--- src/rtl/jtag_link_pkg.sv ---
// rtl/jtag_link_pkg.sv - shared types and constants for the JTAG host link
package jtag_link_pkg;

    localparam int BYTE_W      = 8;
    localparam int MIN_CLK_DIV = 3;

    typedef enum logic [2:0] {
        IDLE,
        SETUP,
        HIGH,
        LOW,
        TRAIL,
        GUARD
    } jtagState_t;

endpackage

--- src/rtl/jtag_host_shifter_if.sv ---
// rtl/jtag_host_shifter_if.sv - client-side byte handshake bundle of the JTAG host
interface jtag_host_shifter_if;
    import jtag_link_pkg::*;

    logic [BYTE_W-1:0] iTX_DATA;
    logic              iTX_Valid;
    logic              oTX_Ready;
    logic [BYTE_W-1:0] oRX_DATA;
    logic              oRX_Valid;
    logic              oBusy;

    modport master (
        output iTX_DATA, iTX_Valid,
        input  oTX_Ready, oRX_DATA, oRX_Valid, oBusy
    );

    modport slave (
        input  iTX_DATA, iTX_Valid,
        output oTX_Ready, oRX_DATA, oRX_Valid, oBusy
    );
endinterface

--- src/rtl/jtag_tx_fifo.sv ---
// rtl/jtag_tx_fifo.sv - byte FIFO feeding the shifter; a pop frees a full slot in the same cycle
module jtag_tx_fifo
    import jtag_link_pkg::*;
#(
    parameter int FIFO_DEPTH = 4
)
(
    input  logic              iCLK,
    input  logic              iRST_n,
    input  logic              iPush,
    input  logic [BYTE_W-1:0] iData,
    input  logic              iPop,
    output logic [BYTE_W-1:0] oData,
    output logic              oFull,
    output logic              oEmpty
);
    localparam int PW = $clog2(FIFO_DEPTH);

    logic [BYTE_W-1:0] mem [FIFO_DEPTH];
    logic [PW-1:0]     wrPtr;
    logic [PW-1:0]     rdPtr;
    logic [PW:0]       count;
    logic              doPush;
    logic              doPop;

    assign oFull  = (count == (PW+1)'(FIFO_DEPTH));
    assign oEmpty = (count == '0);
    assign oData  = mem[rdPtr];
    assign doPop  = iPop && !oEmpty;
    assign doPush = iPush && (!oFull || doPop);

    // Pointer and occupancy bookkeeping; pointers wrap naturally at the power-of-two depth
    always_ff @(posedge iCLK or posedge iRST_n) begin
        if (iRST_n) begin
            wrPtr <= '0;
            rdPtr <= '0;
            count <= '0;
        end else begin
            if (doPush) wrPtr <= wrPtr + 1'b1;
            if (doPop)  rdPtr <= rdPtr + 1'b1;
            count <= count + (PW+1)'(doPush) - (PW+1)'(doPop);
        end
    end

    // Storage array, written only on an accepted push
    always_ff @(posedge iCLK) begin
        if (doPush) mem[wrPtr] <= iData;
    end
endmodule

--- src/rtl/jtag_host_shifter.sv ---
// rtl/jtag_host_shifter.sv - byte-framed TCK/TCS/TDI/TDO serial master with TX FIFO
module jtag_host_shifter
    import jtag_link_pkg::*;
#(
    parameter int CLK_DIV    = 4,
    parameter int FIFO_DEPTH = 4
)
(
    input  logic               iCLK,
    input  logic               iRST_n,
    jtag_host_shifter_if.slave bus,
    output logic               TCK,
    output logic               TCS,
    output logic               TDI,
    input  logic               TDO
);
    // Dividers below the minimum would let the synchronizer sample TDO outside the high phase
    localparam int         DIV     = (CLK_DIV < MIN_CLK_DIV) ? MIN_CLK_DIV : CLK_DIV;
    localparam logic [7:0] PH_LAST = 8'(DIV - 1);

    jtagState_t        state;
    logic [7:0]        phase;
    logic [2:0]        bitCnt;
    logic [6:0]        txShift;
    logic [6:0]        rxShift;
    logic              lastByte;
    logic              tdoMeta;
    logic              tdoSync;
    logic [BYTE_W-1:0] rxData;
    logic              rxValid;

    logic              phaseDone;
    logic              popReq;
    logic              fifoFull;
    logic              fifoEmpty;
    logic [BYTE_W-1:0] fifoData;

    assign phaseDone = (phase == PH_LAST);
    assign popReq    = !fifoEmpty &&
                       ((state == IDLE) ||
                        (state == HIGH && phaseDone && bitCnt == 3'd7));

    jtag_tx_fifo #(.FIFO_DEPTH(FIFO_DEPTH)) uFifo (
        .iCLK   (iCLK),
        .iRST_n (iRST_n),
        .iPush  (bus.iTX_Valid),
        .iData  (bus.iTX_DATA),
        .iPop   (popReq),
        .oData  (fifoData),
        .oFull  (fifoFull),
        .oEmpty (fifoEmpty)
    );

    // Ready also covers the full-but-popping cycle, so a handshake always means acceptance
    assign bus.oTX_Ready = !fifoFull || popReq;
    assign bus.oBusy     = !TCS || !fifoEmpty;
    assign bus.oRX_DATA  = rxData;
    assign bus.oRX_Valid = rxValid;

    // Two-flop synchronizer for the asynchronous TDO line
    always_ff @(posedge iCLK or posedge iRST_n) begin
        if (iRST_n) begin
            tdoMeta <= 1'b0;
            tdoSync <= 1'b0;
        end else begin
            tdoMeta <= TDO;
            tdoSync <= tdoMeta;
        end
    end

    // Frame FSM: phase timing, TCK/TCS/TDI generation, TDO capture at each falling edge
    always_ff @(posedge iCLK or posedge iRST_n) begin
        if (iRST_n) begin
            state    <= IDLE;
            phase    <= '0;
            bitCnt   <= '0;
            txShift  <= '0;
            rxShift  <= '0;
            lastByte <= 1'b0;
            TCK      <= 1'b0;
            TCS      <= 1'b1;
            TDI      <= 1'b0;
            rxData   <= '0;
            rxValid  <= 1'b0;
        end else begin
            rxValid <= 1'b0;
            phase   <= phaseDone ? 8'd0 : phase + 8'd1;
            case (state)
                IDLE: begin
                    phase <= '0;
                    TCK   <= 1'b0;
                    TCS   <= 1'b1;
                    if (!fifoEmpty) begin
                        txShift  <= fifoData[7:1];
                        TDI      <= fifoData[0];
                        bitCnt   <= '0;
                        lastByte <= 1'b0;
                        TCS      <= 1'b0;
                        state    <= SETUP;
                    end
                end
                SETUP: begin
                    if (phaseDone) begin
                        TCK   <= 1'b1;
                        state <= HIGH;
                    end
                end
                HIGH: begin
                    if (phaseDone) begin
                        TCK     <= 1'b0;
                        state   <= LOW;
                        rxShift <= {tdoSync, rxShift[6:1]};
                        if (bitCnt != 3'd7) begin
                            bitCnt  <= bitCnt + 3'd1;
                            TDI     <= txShift[0];
                            txShift <= {1'b0, txShift[6:1]};
                        end else begin
                            rxData  <= {tdoSync, rxShift};
                            rxValid <= 1'b1;
                            bitCnt  <= '0;
                            if (!fifoEmpty) begin
                                txShift <= fifoData[7:1];
                                TDI     <= fifoData[0];
                            end else begin
                                lastByte <= 1'b1;
                            end
                        end
                    end
                end
                LOW: begin
                    if (phaseDone) begin
                        if (lastByte) begin
                            state <= TRAIL;
                        end else begin
                            TCK   <= 1'b1;
                            state <= HIGH;
                        end
                    end
                end
                TRAIL: begin
                    if (phaseDone) begin
                        TCS   <= 1'b1;
                        state <= GUARD;
                    end
                end
                GUARD: begin
                    if (phaseDone) state <= IDLE;
                end
                default: state <= IDLE;
            endcase
        end
    end
endmodule

--- src/flat_wrapper.sv ---
// flat-port wrapper written by rule: the top's interface ports become plain ports
module jtag_host_shifter_flat import jtag_link_pkg::*;
#(
    parameter int CLK_DIV    = 4,
    parameter int FIFO_DEPTH = 4
)
  (iCLK, iRST_n, TCK, TCS, TDI, TDO, bus_iTX_DATA, bus_iTX_Valid, bus_oTX_Ready, bus_oRX_DATA, bus_oRX_Valid, bus_oBusy);
  jtag_host_shifter_if bus_i ();
  input  logic iCLK;
  input  logic iRST_n;
  output logic TCK;
  output logic TCS;
  output logic TDI;
  input  logic TDO;
  input wire logic [$bits(bus_i.iTX_DATA)-1:0] bus_iTX_DATA;
  input wire logic [$bits(bus_i.iTX_Valid)-1:0] bus_iTX_Valid;
  output wire logic [$bits(bus_i.oTX_Ready)-1:0] bus_oTX_Ready;
  output wire logic [$bits(bus_i.oRX_DATA)-1:0] bus_oRX_DATA;
  output wire logic [$bits(bus_i.oRX_Valid)-1:0] bus_oRX_Valid;
  output wire logic [$bits(bus_i.oBusy)-1:0] bus_oBusy;
  assign bus_i.iTX_DATA = bus_iTX_DATA;
  assign bus_i.iTX_Valid = bus_iTX_Valid;
  assign bus_oTX_Ready = bus_i.oTX_Ready;
  assign bus_oRX_DATA = bus_i.oRX_DATA;
  assign bus_oRX_Valid = bus_i.oRX_Valid;
  assign bus_oBusy = bus_i.oBusy;
  jtag_host_shifter #(.CLK_DIV(CLK_DIV), .FIFO_DEPTH(FIFO_DEPTH)) u_core (.iCLK(iCLK), .iRST_n(iRST_n), .bus(bus_i), .TCK(TCK), .TCS(TCS), .TDI(TDI), .TDO(TDO));
endmodule
--- config.mk ---
export PLATFORM = sky130hd
export DESIGN_NAME = jtag_host_shifter_flat
export DESIGN_NICKNAME = d
export VERILOG_FILES = /design/src/rtl/jtag_link_pkg.sv /design/src/rtl/jtag_host_shifter_if.sv /design/src/rtl/jtag_tx_fifo.sv /design/src/rtl/jtag_host_shifter.sv /design/src/flat_wrapper.sv
export SDC_FILE = /design/constraint.sdc
export NUM_CORES = 1
export LEC_CHECK = 0
export CAP_MARGIN = 30
export CELL_PAD_IN_SITES_DETAIL_PLACEMENT = 2
export CELL_PAD_IN_SITES_GLOBAL_PLACEMENT = 2
export CORE_UTILIZATION = 41
export CTS_CLUSTER_DIAMETER = 100
export CTS_CLUSTER_SIZE = 16
export DETAILED_ROUTE_END_ITERATION = 6
export PLACE_DENSITY = 0.88
export SLEW_MARGIN = 20
export SYNTH_ARGS = -nofsm -noshare
export SYNTH_HDL_FRONTEND = slang
export SYNTH_SLANG_ARGS = --single-unit
--- constraint.sdc ---
create_clock -name iCLK -period 3.6 [get_ports iCLK]
set_clock_uncertainty 0.1 [all_clocks]
set_input_delay 0.72 -clock iCLK [delete_from_list [all_inputs] [get_ports iCLK]]
set_output_delay 0.72 -clock iCLK [all_outputs]
set_load 0.1 [all_outputs]
* Yosys cells after proc, flatten, opt, wreduce, memory -nomap -nowiden
Memory sizes are Yosys's and may differ from the RTL's. Cells that the tools add are included.
Word-level totals: memories 1, bits in writable memories 32, bits in read-only memories 0, output and inout bits 14, flip-flop bits (word level) 50, bits in latches 0
Cells by class: bitwise logic cells 1, muxes and demuxes 39, div/mod/pow operators 0, shift operators 0, eq/ne operators 18, reductions and logical operators 25, add/subtract/negate cells 6, magnitude comparators 0, $mul 0
Memory list:
- u_core.uFifo.mem | depth 4, bits a word 8, read ports 1, clocked after memory_dff 0, wr ports 1, RTL line jtag_tx_fifo.sv:19 | logic [BYTE_W-1:0] mem [FIFO_DEPTH];
Operator list (count):
- 3-bit two-way mux | 10
- 7-bit two-way mux | 3
- 3-bit one-hot mux with 6 select lines | 1
- 1-bit two-way mux | 17
- 8-bit two-way mux | 2
- 7-bit one-hot mux with 2 select lines | 1
- 3-bit equality test, second input constant | 4
- 2-bit by 1-bit != test with 1-bit output, second input constant | 6
- 5-bit AND reduction | 2
- 8-bit by 1-bit adder with 8-bit output, second input constant | 1
- 8-bit by 2-bit equality test with 1-bit output, second input constant | 1
- 3-bit by 2-bit equality test with 1-bit output, second input constant | 2
- 3-bit zero test | 2
- 2-bit != test, second input constant | 3
- 1-bit one-hot mux with 2 select lines | 3
- 3-bit one-hot mux with 2 select lines | 1
- 2-bit AND reduction | 3
- 3-bit AND reduction | 2
- 6-bit AND reduction | 1
- 1-bit logical AND | 5
- 2-bit by 1-bit adder with 2-bit output, second input constant | 2
- 1-bit logical OR | 4
- 1-bit one-hot mux with 4 select lines | 1
- 2-bit nonzero test | 2
- 8 further kinds | 10

* Logic depth before layout (Yosys ltp)
Gate-level depths: netlist of run 1.
depth after elaboration 10, gate-level depth with buffers 13, mapped depth without buffers 13

* Cells and area by module
A second synthesis of run 1 with hierarchy kept.
Unflattened totals: cell total of the unflattened synthesis 246, area total of the unflattened synthesis 3582.2 um^2
Modules (own cells, without submodules):
- jtag_host_shifter | instances 1, cells each 168, area an instance 2000.7 um^2
- jtag_tx_fifo | instances 1, cells each 78, area an instance 1581.5 um^2

* Worst setup path after synthesis of run 1
OpenSTA, ideal clock, no wires.
kind reg2out, start register u_core.phase[3], end output port bus_oTX_Ready, arrival 2332 ps, setup slack 448 ps, stages on the path, launching flop included 5, data required time 2780 ps, buffers on the path 1, cell sequence dfrtp_1 or4_4 or4_1 clkbuf_1 nand2b_1
Between the ends: longest elaborated chain between the ends 6
RTL lines:
- start: declaration | RTL line jtag_host_shifter.sv:22 | logic [7:0] phase;
- start signal: assignment | RTL line jtag_host_shifter.sv:87 | phase <= phaseDone ? 8'd0 : phase + 8'd1;
- 8-bit by 2-bit equality test with 1-bit output | RTL line jtag_host_shifter.sv:38 | assign phaseDone = (phase == PH_LAST);
- 1-bit logical AND (2 in a row) | RTL line jtag_host_shifter.sv:41 | (state == HIGH && phaseDone && bitCnt == 3'd7));
- 1-bit logical OR | RTL line jtag_host_shifter.sv:40 | ((state == IDLE) ||
- 1-bit logical AND | RTL line jtag_host_shifter.sv:39 | assign popReq = !fifoEmpty &&
- 1-bit logical OR | RTL line jtag_host_shifter.sv:55 | assign bus.oTX_Ready = !fifoFull || popReq;
- end: declaration | RTL line flat_wrapper.sv:17 | output wire logic [$bits(bus_i.oTX_Ready)-1:0] bus_oTX_Ready;
Every way passes these cells.

* Final worst setup path of run 1
start register u_core.bitCnt[0], end output port bus_oTX_Ready
Between the ends: longest elaborated chain between the ends 5
RTL lines:
- start: declaration | RTL line jtag_host_shifter.sv:23 | logic [2:0] bitCnt;
- start signal: assignment | RTL line jtag_host_shifter.sv:114 | bitCnt <= bitCnt + 3'd1;
- 3-bit equality test | RTL line jtag_host_shifter.sv:41
- 1-bit logical AND | RTL line jtag_host_shifter.sv:41
- 1-bit logical OR | RTL line jtag_host_shifter.sv:40
- 1-bit logical AND | RTL line jtag_host_shifter.sv:39
- 1-bit logical OR | RTL line jtag_host_shifter.sv:55
Every way passes these cells.

==> results of run 1 <==
[cell families after synthesis]
logic type | Yosys count | synth area share [%]
AOI/OAI and AO/OA | 38 | 7.90
xor gates and xnor gates | 10 | 2.50
DFF | 82 | 63.2
and+or+nand+nor | 74 | 11.3
muxes | 17 | 8.76
adders and majority gates | 10 | 3.79
buffers and inverters | 21 | 2.57
[metal layers]
metal / up-vias / track usage (%) / wire length, µm
met2: 45 / 37.4 / 4390
met1: 1127 / 25.3 / 3530
met5: - / 0 / 0
li1: 977 / - / -
met3: 13 / 5.31 / 260
met4: 0 / 8.21 / 184
[per-stage QoR]
| stage | instances | hold WS (ns) | instance area, µm² | setup slack (ns) |
|---|---|---|---|---|
| floorplan | 252 | 0.231 | 3500 | 0.448 |
| global placement | 377 | 0.248 | 3880 | 0.548 |
| detailed placement | 377 | 0.242 | 3880 | 0.338 |
| CTS | 393 | 0.273 | 4070 | 0.268 |
| global route | 393 | 0.279 | 4070 | 0.0667 |
| finish | 393 | 0.271 | 4070 | 0.297 |
[area by class of cell]
cell class / instances / area, µm² / share of cell area, %
Multi-Input combinational cell: 149 / 1200 / 29.4
Sequential cell: 82 / 2210 / 54.4
Clock buffer: 9 / 124 / 3.04
Inverter: 11 / 41.3 / 1.01
Clock inverter: 7 / 70.1 / 1.72
Timing Repair Buffer: 30 / 293 / 7.19
Tap cell: 105 / 131 / 3.23
[power breakdown]
group	switching, mW	leakage (nW)	internal, mW	total, mW
Combinational	0.778	0.696	0.518	1.30
Clock	0.378	0.0955	0.269	0.648
Sequential	0.263	0.913	1.24	1.51
Total	1.42	1.70	2.03	3.45
[flip-flops by register name, indices dropped and copies added (netlist names), 2 cells and up]
signal	count
u_core.phase	8
u_core.bitCnt	3
u_core.txShift	7
u_core.uFifo.rdPtr	2
u_core.uFifo.count	3
u_core.rxShift	7
u_core.uFifo.mem	32
u_core.bus.oRX_DATA	8
u_core.uFifo.wrPtr	2
u_core.state	3
[worst max path at each step]
stage                     startpoint               endpoint  slack, ns  cells past startpoint
floorplan            u_core.phase[3]          bus_oTX_Ready       0.45                      4
global placement    u_core.bitCnt[0]  u_core.uFifo.count[2]       0.55                     12
detailed placement  u_core.bitCnt[0]  u_core.uFifo.count[2]       0.34                     12
CTS                 u_core.bitCnt[0]          bus_oTX_Ready       0.27                      7
global route        u_core.bitCnt[0]  u_core.uFifo.count[2]       0.07                     12
finish              u_core.bitCnt[0]          bus_oTX_Ready       0.30                      7
[cells in the final DEF (no fill, tap or decap), drive strengths merged, types with 8 or more instances in the layout]
cell           instances
mux4                   8
clkbuf                 9
edfxtp                32
inv                   15
nand2                 31
clkdlybuf4s50         22
nor2                   8
ha                     9
mux2                   8
buf                    8
dfrtp                 49
==> insert_results.sql, run 1 <==
INSERT INTO impl_metrics (metric_group, metric, value, unit) VALUES
('floorplan', 'initial_cell_density_of_the_core', '42.4', '%'),
('cells_and_area', 'design.final.nets', '305', ''),
('global_route', 'groute.usage.overall', '21.4', '%'),
('min_path', 'holdPathEnd', 'u_core.tdoSync', ''),
('global_route', 'antenna_violations_before_repair', '0', ''),
('global_route', 'grt_start_max_net_pins', '33', ''),
('floorplan', 'dieArea', '8910', 'µm²'),
('timing', 'number_of_endpoints_with_negative_hold_slack_in_the_final_report', '0', ''),
('worst_setup_path', 'critical-path-top-cell-by-count', 'sky130_fd_sc_hd__ha_1', ''),
('cts', 'clock-root-buffer', 'sky130_fd_sc_hd__clkbuf_8', ''),
('floorplan', 'core_area', '8260', 'µm²'),
('worst_setup_path', 'worst-r2r-cell-count', '12', ''),
('power_and_ir_drop', 'finalPower', '3.45', 'mW'),
('cells_and_area', 'num-fill-cells', '797', ''),
('min_path', 'timing.hold.worst_path_depth', '0', ''),
('worst_setup_path', 'reg2reg_setup_slack', '0.31', 'ns'),
('global_route', 'grt_first_pass_wirelength', '13600', 'µm'),
('synth', 'synth_nets', '274', ''),
('run', 'max-cap-violations', '0', ''),
('timing', 'max_slew.worst_pin.slew', '0.970', 'ns'),
('timing', 'final.min_clock_period', '3.30', 'ns'),
('cts', 'clkSinkCount', '82', ''),
('cells_and_area', 'finalCoreUtilization', '49.3', '%'),
('synth', 'main_synth_ff_type', 'sky130_fd_sc_hd__dfrtp_1', ''),
('synth', 'synth_most_common_cell', 'sky130_fd_sc_hd__dfrtp_1', ''),
('cells_and_area', 'drive_gt1_share', '17.4', '%'),
('floorplan', 'die_w', '94.4', 'µm'),
('cells_and_area', 'num_antenna_cells', '0', ''),
('run_status', 'outcome', 'finished, final reports clean', ''),
('timing', 'totalNegativeSetupSlack', '0', 'ns'),
('worst_setup_path', 'reg_to_reg_end', 'u_core.uFifo.count[2]', ''),
('timing', 'final-setup-viol-count', '0', ''),
('place', 'place_hpwl', '6140', 'µm'),
('cts', 'holdBufCountCts', '0', ''),
('cts', 'number_of_buffers_created_by_cts', '9', ''),
('worst_setup_path', 'worstReg2RegStart', 'u_core.bitCnt[0]', ''),
('timing', 'rsz0062_at_grt', 'no', ''),
('place', 'port_buffers', '25', ''),
('synth', 'synth_top_area_share', '35.0', '%'),
('synth', 'avgSynthCellArea', '13.9', 'µm²'),
('global_route', 'global_route.overflow_total', '0', ''),
('drt', 'ant_nets', '0', ''),
('worst_setup_path', 'crit_fanout', '10', ''),
('worst_setup_path', 'worstPathArrival', '2.48', 'ns'),
('cts', 'clk-insertion-delay-late', '0.36', 'ns'),
('synth', 'postSynth.asyncResetShare', '61.0', '%'),
('worst_setup_path', 'cpLargestDelayFamily', 'simple AND/OR/NAND/NOR gates', ''),
('drt', 'drt-vias-per-instance', '5.50', ''),
('min_path', 'min_path_type', 'flip-flop to flip-flop', ''),
('drt', 'drc', '0', ''),
('worst_setup_path', 'crit_type', 'flip-flop to output pin', ''),
('power_and_ir_drop', 'power.density', '848', 'nW/µm²'),
('timing', 'post-route-period-util', '91.7', '%'),
('worst_setup_path', 'timing.critical_path.from_type', 'flip-flop', ''),
('min_path', 'hold_start', 'u_core.tdoMeta', ''),
('drt', 'wl_per_cell', '21.3', 'µm'),
('drt', 'via_count', '2162', ''),
('drt', 'drt_first_iter_violations', '63', ''),
('synth', 'synth-seq-cells', '82', ''),
('global_route', 'grt_pass1_vias', '2411', ''),
('drt', 'firstDrtPassIters', '4', ''),
('power_and_ir_drop', 'power.static_leakage', '1.70', 'nW'),
('synth', 'synth_edf_count', '32', ''),
('worst_setup_path', 'critPathRequiredTime', '2.78', 'ns'),
('place', 'gp_congestion', '0.734', ''),
('worst_setup_path', 'cp_slowest_stage_delay', '0.59', 'ns'),
('worst_setup_path', 'critPathCaptureType', 'output pin', ''),
('cts', 'tritoncts', 'built', ''),
('cts', 'ctsResizeCount', '0', ''),
('synth', 'yosys_warnings', '0', ''),
('cts', 'ctsHtreeMaxLevel', '3', '');
(Power assumes the default switching activity.)
==> run 2, diff against run 1 <==
--- a/config.mk
+++ b/config.mk
@@ -8,6 +8,7 @@
 export CAP_MARGIN = 30
 export CELL_PAD_IN_SITES_DETAIL_PLACEMENT = 2
 export CELL_PAD_IN_SITES_GLOBAL_PLACEMENT = 2
+export CORE_MARGIN = 5
 export CORE_UTILIZATION = 41
 export CTS_CLUSTER_DIAMETER = 100
 export CTS_CLUSTER_SIZE = 16
==> insert_results.sql, run 2 (same netlist as run 1, synthesis figures left out) <==
INSERT INTO impl_metrics (metric_group, metric, value, unit) VALUES
('drt', 'wl_per_cell', '21.7', 'µm'),
('timing', 'number_of_endpoints_with_negative_hold_slack_in_the_final_report', '0', ''),
('drt', 'firstDrtPassIters', '4', ''),
('power_and_ir_drop', 'swShare', '41.3', '%'),
('timing', 'post-route-period-util', '94.5', '%'),
('place', 'dpl_cell_area', '3880', 'µm²'),
('drt', 'wl', '8520', 'µm'),
('global_route', 'grt_start_max_net_pins', '29', ''),
('drt', 'detailroute.wirelength.met3', '317', 'µm'),
('floorplan', 'die_w', '102', 'µm'),
('power_and_ir_drop', 'p_clk_share', '18.6', '%'),
('cts', 'ctsHtreeMaxLevel', '3', ''),
('run_status', 'outcome', 'finished, final reports clean', ''),
('cts', 'clock-root-buffer', 'sky130_fd_sc_hd__clkbuf_8', ''),
('drt', 'highest_layer', 'met4', ''),
('floorplan', 'boundaryPins', '26', ''),
('cells_and_area', 'num_antenna_cells', '0', ''),
('cts', 'number_of_buffers_created_by_cts', '9', ''),
('timing', 'max_slew_margin', '34.7', '%'),
('drt', 'met2_length', '4450', 'µm'),
('timing', 'final-setup-viol-count', '0', ''),
('timing', 'rsz0062_at_grt', 'no', ''),
('worst_setup_path', 'timing.critical_path.from_type', 'flip-flop', ''),
('worst_setup_path', 'worstPathArrival', '2.58', 'ns'),
('cts', 'cts-root-to-sink-buffers', '2', ''),
('cells_and_area', 'design.final.nets', '304', ''),
('worst_setup_path', 'critPathCaptureType', 'output pin', ''),
('global_route', 'antenna_violations_before_repair', '0', ''),
('cells_and_area', 'synthToLayoutAreaGrowth', '16.2', '%'),
('cts', 'clkSinkCount', '82', ''),
('worst_setup_path', 'critical_path.cell_chain', 'ha_1, ha_1, nand4bb_1, or4_1, buf_4, nand2b_1, buf_12', ''),
('global_route', 'grt_pass1_vias', '2486', ''),
('timing', 'final.min_clock_period', '3.40', 'ns'),
('cts', 'ctsResizeCount', '0', ''),
('run', 'max-cap-violations', '0', ''),
('floorplan', 'core_area', '8260', 'µm²'),
('power_and_ir_drop', 'power.density', '849', 'nW/µm²'),
('cells_and_area', 'final_cell_area', '4070', 'µm²'),
('timing', 'max_slew.worst_pin.slew', '0.976', 'ns'),
('worst_setup_path', 'crit_type', 'flip-flop to output pin', ''),
('worst_setup_path', 'worst-path-buf-inv', '2', ''),
('drt', 'drc', '0', ''),
('cells_and_area', 'largest_register_ff_count', '32', ''),
('floorplan', 'fp-row-count', '33', ''),
('power_and_ir_drop', 'power.static_leakage', '1.70', 'nW'),
('global_route', 'groute.usage.overall', '18.2', '%'),
('timing', 'setup_slack', '0.199', 'ns'),
('floorplan', 'y_dimension_of_the_die', '102', 'µm'),
('cts', 'cts_setup_buffers', '0', ''),
('power_and_ir_drop', 'p_int', '2.03', 'mW'),
('cts', 'clk-insertion-delay-late', '0.36', 'ns'),
('power_and_ir_drop', 'switchingPower', '1.43', 'mW'),
('cts', 'cts.clk_slew.worst_paths', '0.09', 'ns'),
('power_and_ir_drop', 'seq_power_share', '43.6', '%'),
('place', 'place_hpwl', '5960', 'µm'),
('drt', 'drt_first_iter_violations', '92', ''),
('cells_and_area', 'most-common-layout-cells', 'sky130_fd_sc_hd__dfrtp_1 (49), sky130_fd_sc_hd__edfxtp_1 (32), sky130_fd_sc_hd__nand2_1 (31)', ''),
('worst_setup_path', 'critPathSlowestCell', 'sky130_fd_sc_hd__or4_1', ''),
('floorplan', 'dieArea', '10500', 'µm²'),
('floorplan', 'initial_cell_density_of_the_core', '42.4', '%'),
('worst_setup_path', 'cpLargestDelayFamily', 'simple AND/OR/NAND/NOR gates', ''),
('global_route', 'grt_first_pass_wirelength', '14000', 'µm'),
('cells_and_area', 'drive_gt1_share', '17.4', '%'),
('power_and_ir_drop', 'finalPower', '3.45', 'mW'),
('cells_and_area', 'largest-register', 'u_core.uFifo.mem', ''),
('power_and_ir_drop', 'power_frac_comb', '37.8', '%'),
('global_route', 'global_route.overflow_total', '0', ''),
('timing', 'finalMaxSlewViolations', '0', ''),
('place', 'port_buffers', '25', ''),
('cts', 'holdBufCountCts', '0', ''),
('drt', 'drt-vias-per-instance', '5.51', ''),
('timing', 'timing.fmax', '0.294', 'GHz'),
('worst_setup_path', 'critPathRequiredTime', '2.78', 'ns'),
('worst_setup_path', 'crit_fanout', '10', ''),
('timing', 'fin_worst_hold_slack', '0.273', 'ns'),
('cells_and_area', 'num-fill-cells', '796', ''),
('worst_setup_path', 'critical-path-top-cell-by-count', 'sky130_fd_sc_hd__ha_1', ''),
('timing', 'totalNegativeSetupSlack', '0', 'ns'),
('place', 'gp_congestion', '0.740', ''),
('cells_and_area', 'layout_commonest_cell', 'sky130_fd_sc_hd__dfrtp_1', ''),
('cts', 'tritoncts', 'built', ''),
('power_and_ir_drop', 'vdd_ir_drop_max', '0.000441', 'V'),
('place', 'pre_cts_worst_setup_slack', '0.248', 'ns'),
('worst_setup_path', 'cp_slowest_stage_delay', '0.63', 'ns'),
('min_path', 'min_path_type', 'flip-flop to flip-flop', ''),
('drt', 'drt-met1-wl', '3600', 'µm'),
('drt', 'via_count', '2158', ''),
('drt', 'ant_nets', '0', '');
[run 2: cell count changes in the layout (fill, tap and decap cells not counted), sizes merged]
cell and change:
buf -1, clkinv +1, clkinvlp -1
[run 2: area by class of cell]
cell class                      count  area, µm²  share of cell area, %
Sequential cell                    82       2210                   54.4
Multi-Input combinational cell    149       1200                   29.5
Timing Repair Buffer               29        298                   7.32
Tap cell                          105        131                   3.23
Clock buffer                        9        124                   3.04
Clock inverter                      7       60.1                   1.48
Inverter                           11       41.3                   1.01
[run 2: worst reg2reg max path, delay by kind of cell, from the launching register on]
kind / cells / cell delay (ns)
xor+xnor: 2 / 0.39
simple gates: 2 / 0.88
flops: 1 / 0.41
buf+inv: 2 / 0.13
fa+ha+maj: 5 / 1.22
compound gates: 1 / 0.22
[run 2: routing by layer]
| layer | track usage, % | vias up |
|---|---|---|
| li1 | - | 974 |
| met1 | 22.0 | 1135 |
| met2 | 31.4 | 37 |
| met3 | 4.98 | 12 |
| met4 | 6.26 | 0 |
| met5 | 0 | - |
[run 2: path summary, 6_finish.rpt]
| kind | startpoint | end | slack, ns | cells after the start |
|---|---|---|---|---|
| max | u_core.bitCnt[0] | bus_oTX_Ready | 0.20 | 7 |
| min | u_core.tdoMeta | u_core.tdoSync | 0.27 | 0 |
| max reg2reg | u_core.bitCnt[0] | u_core.uFifo.count[2] | 0.21 | 12 |
| min reg2reg | u_core.tdoMeta | u_core.tdoSync | 0.27 | 0 |
| max in group asynchronous | iRST_n | u_core.TCS | 2.09 | 3 |
| min in group asynchronous | iRST_n | u_core.tdoSync | 0.68 | 2 |
[run 2: power groups by stage]
stage               Clock (mW)  Combinational [mW]  Sequential (mW)
floorplan                    0               0.841             1.58
global placement             0                1.20             1.49
detailed placement           0                1.30             1.52
CTS                      0.660                1.32             1.51
global route             0.704                1.42             1.55
finish                   0.642                1.30             1.51
[run 2: through the flow]
stage	instances	util, %
after global routing	392	49.3
after floorplan	252	-
after global placement	375	46.8
final	392	49.3
after CTS	392	49.2
after detailed placement	376	47.0
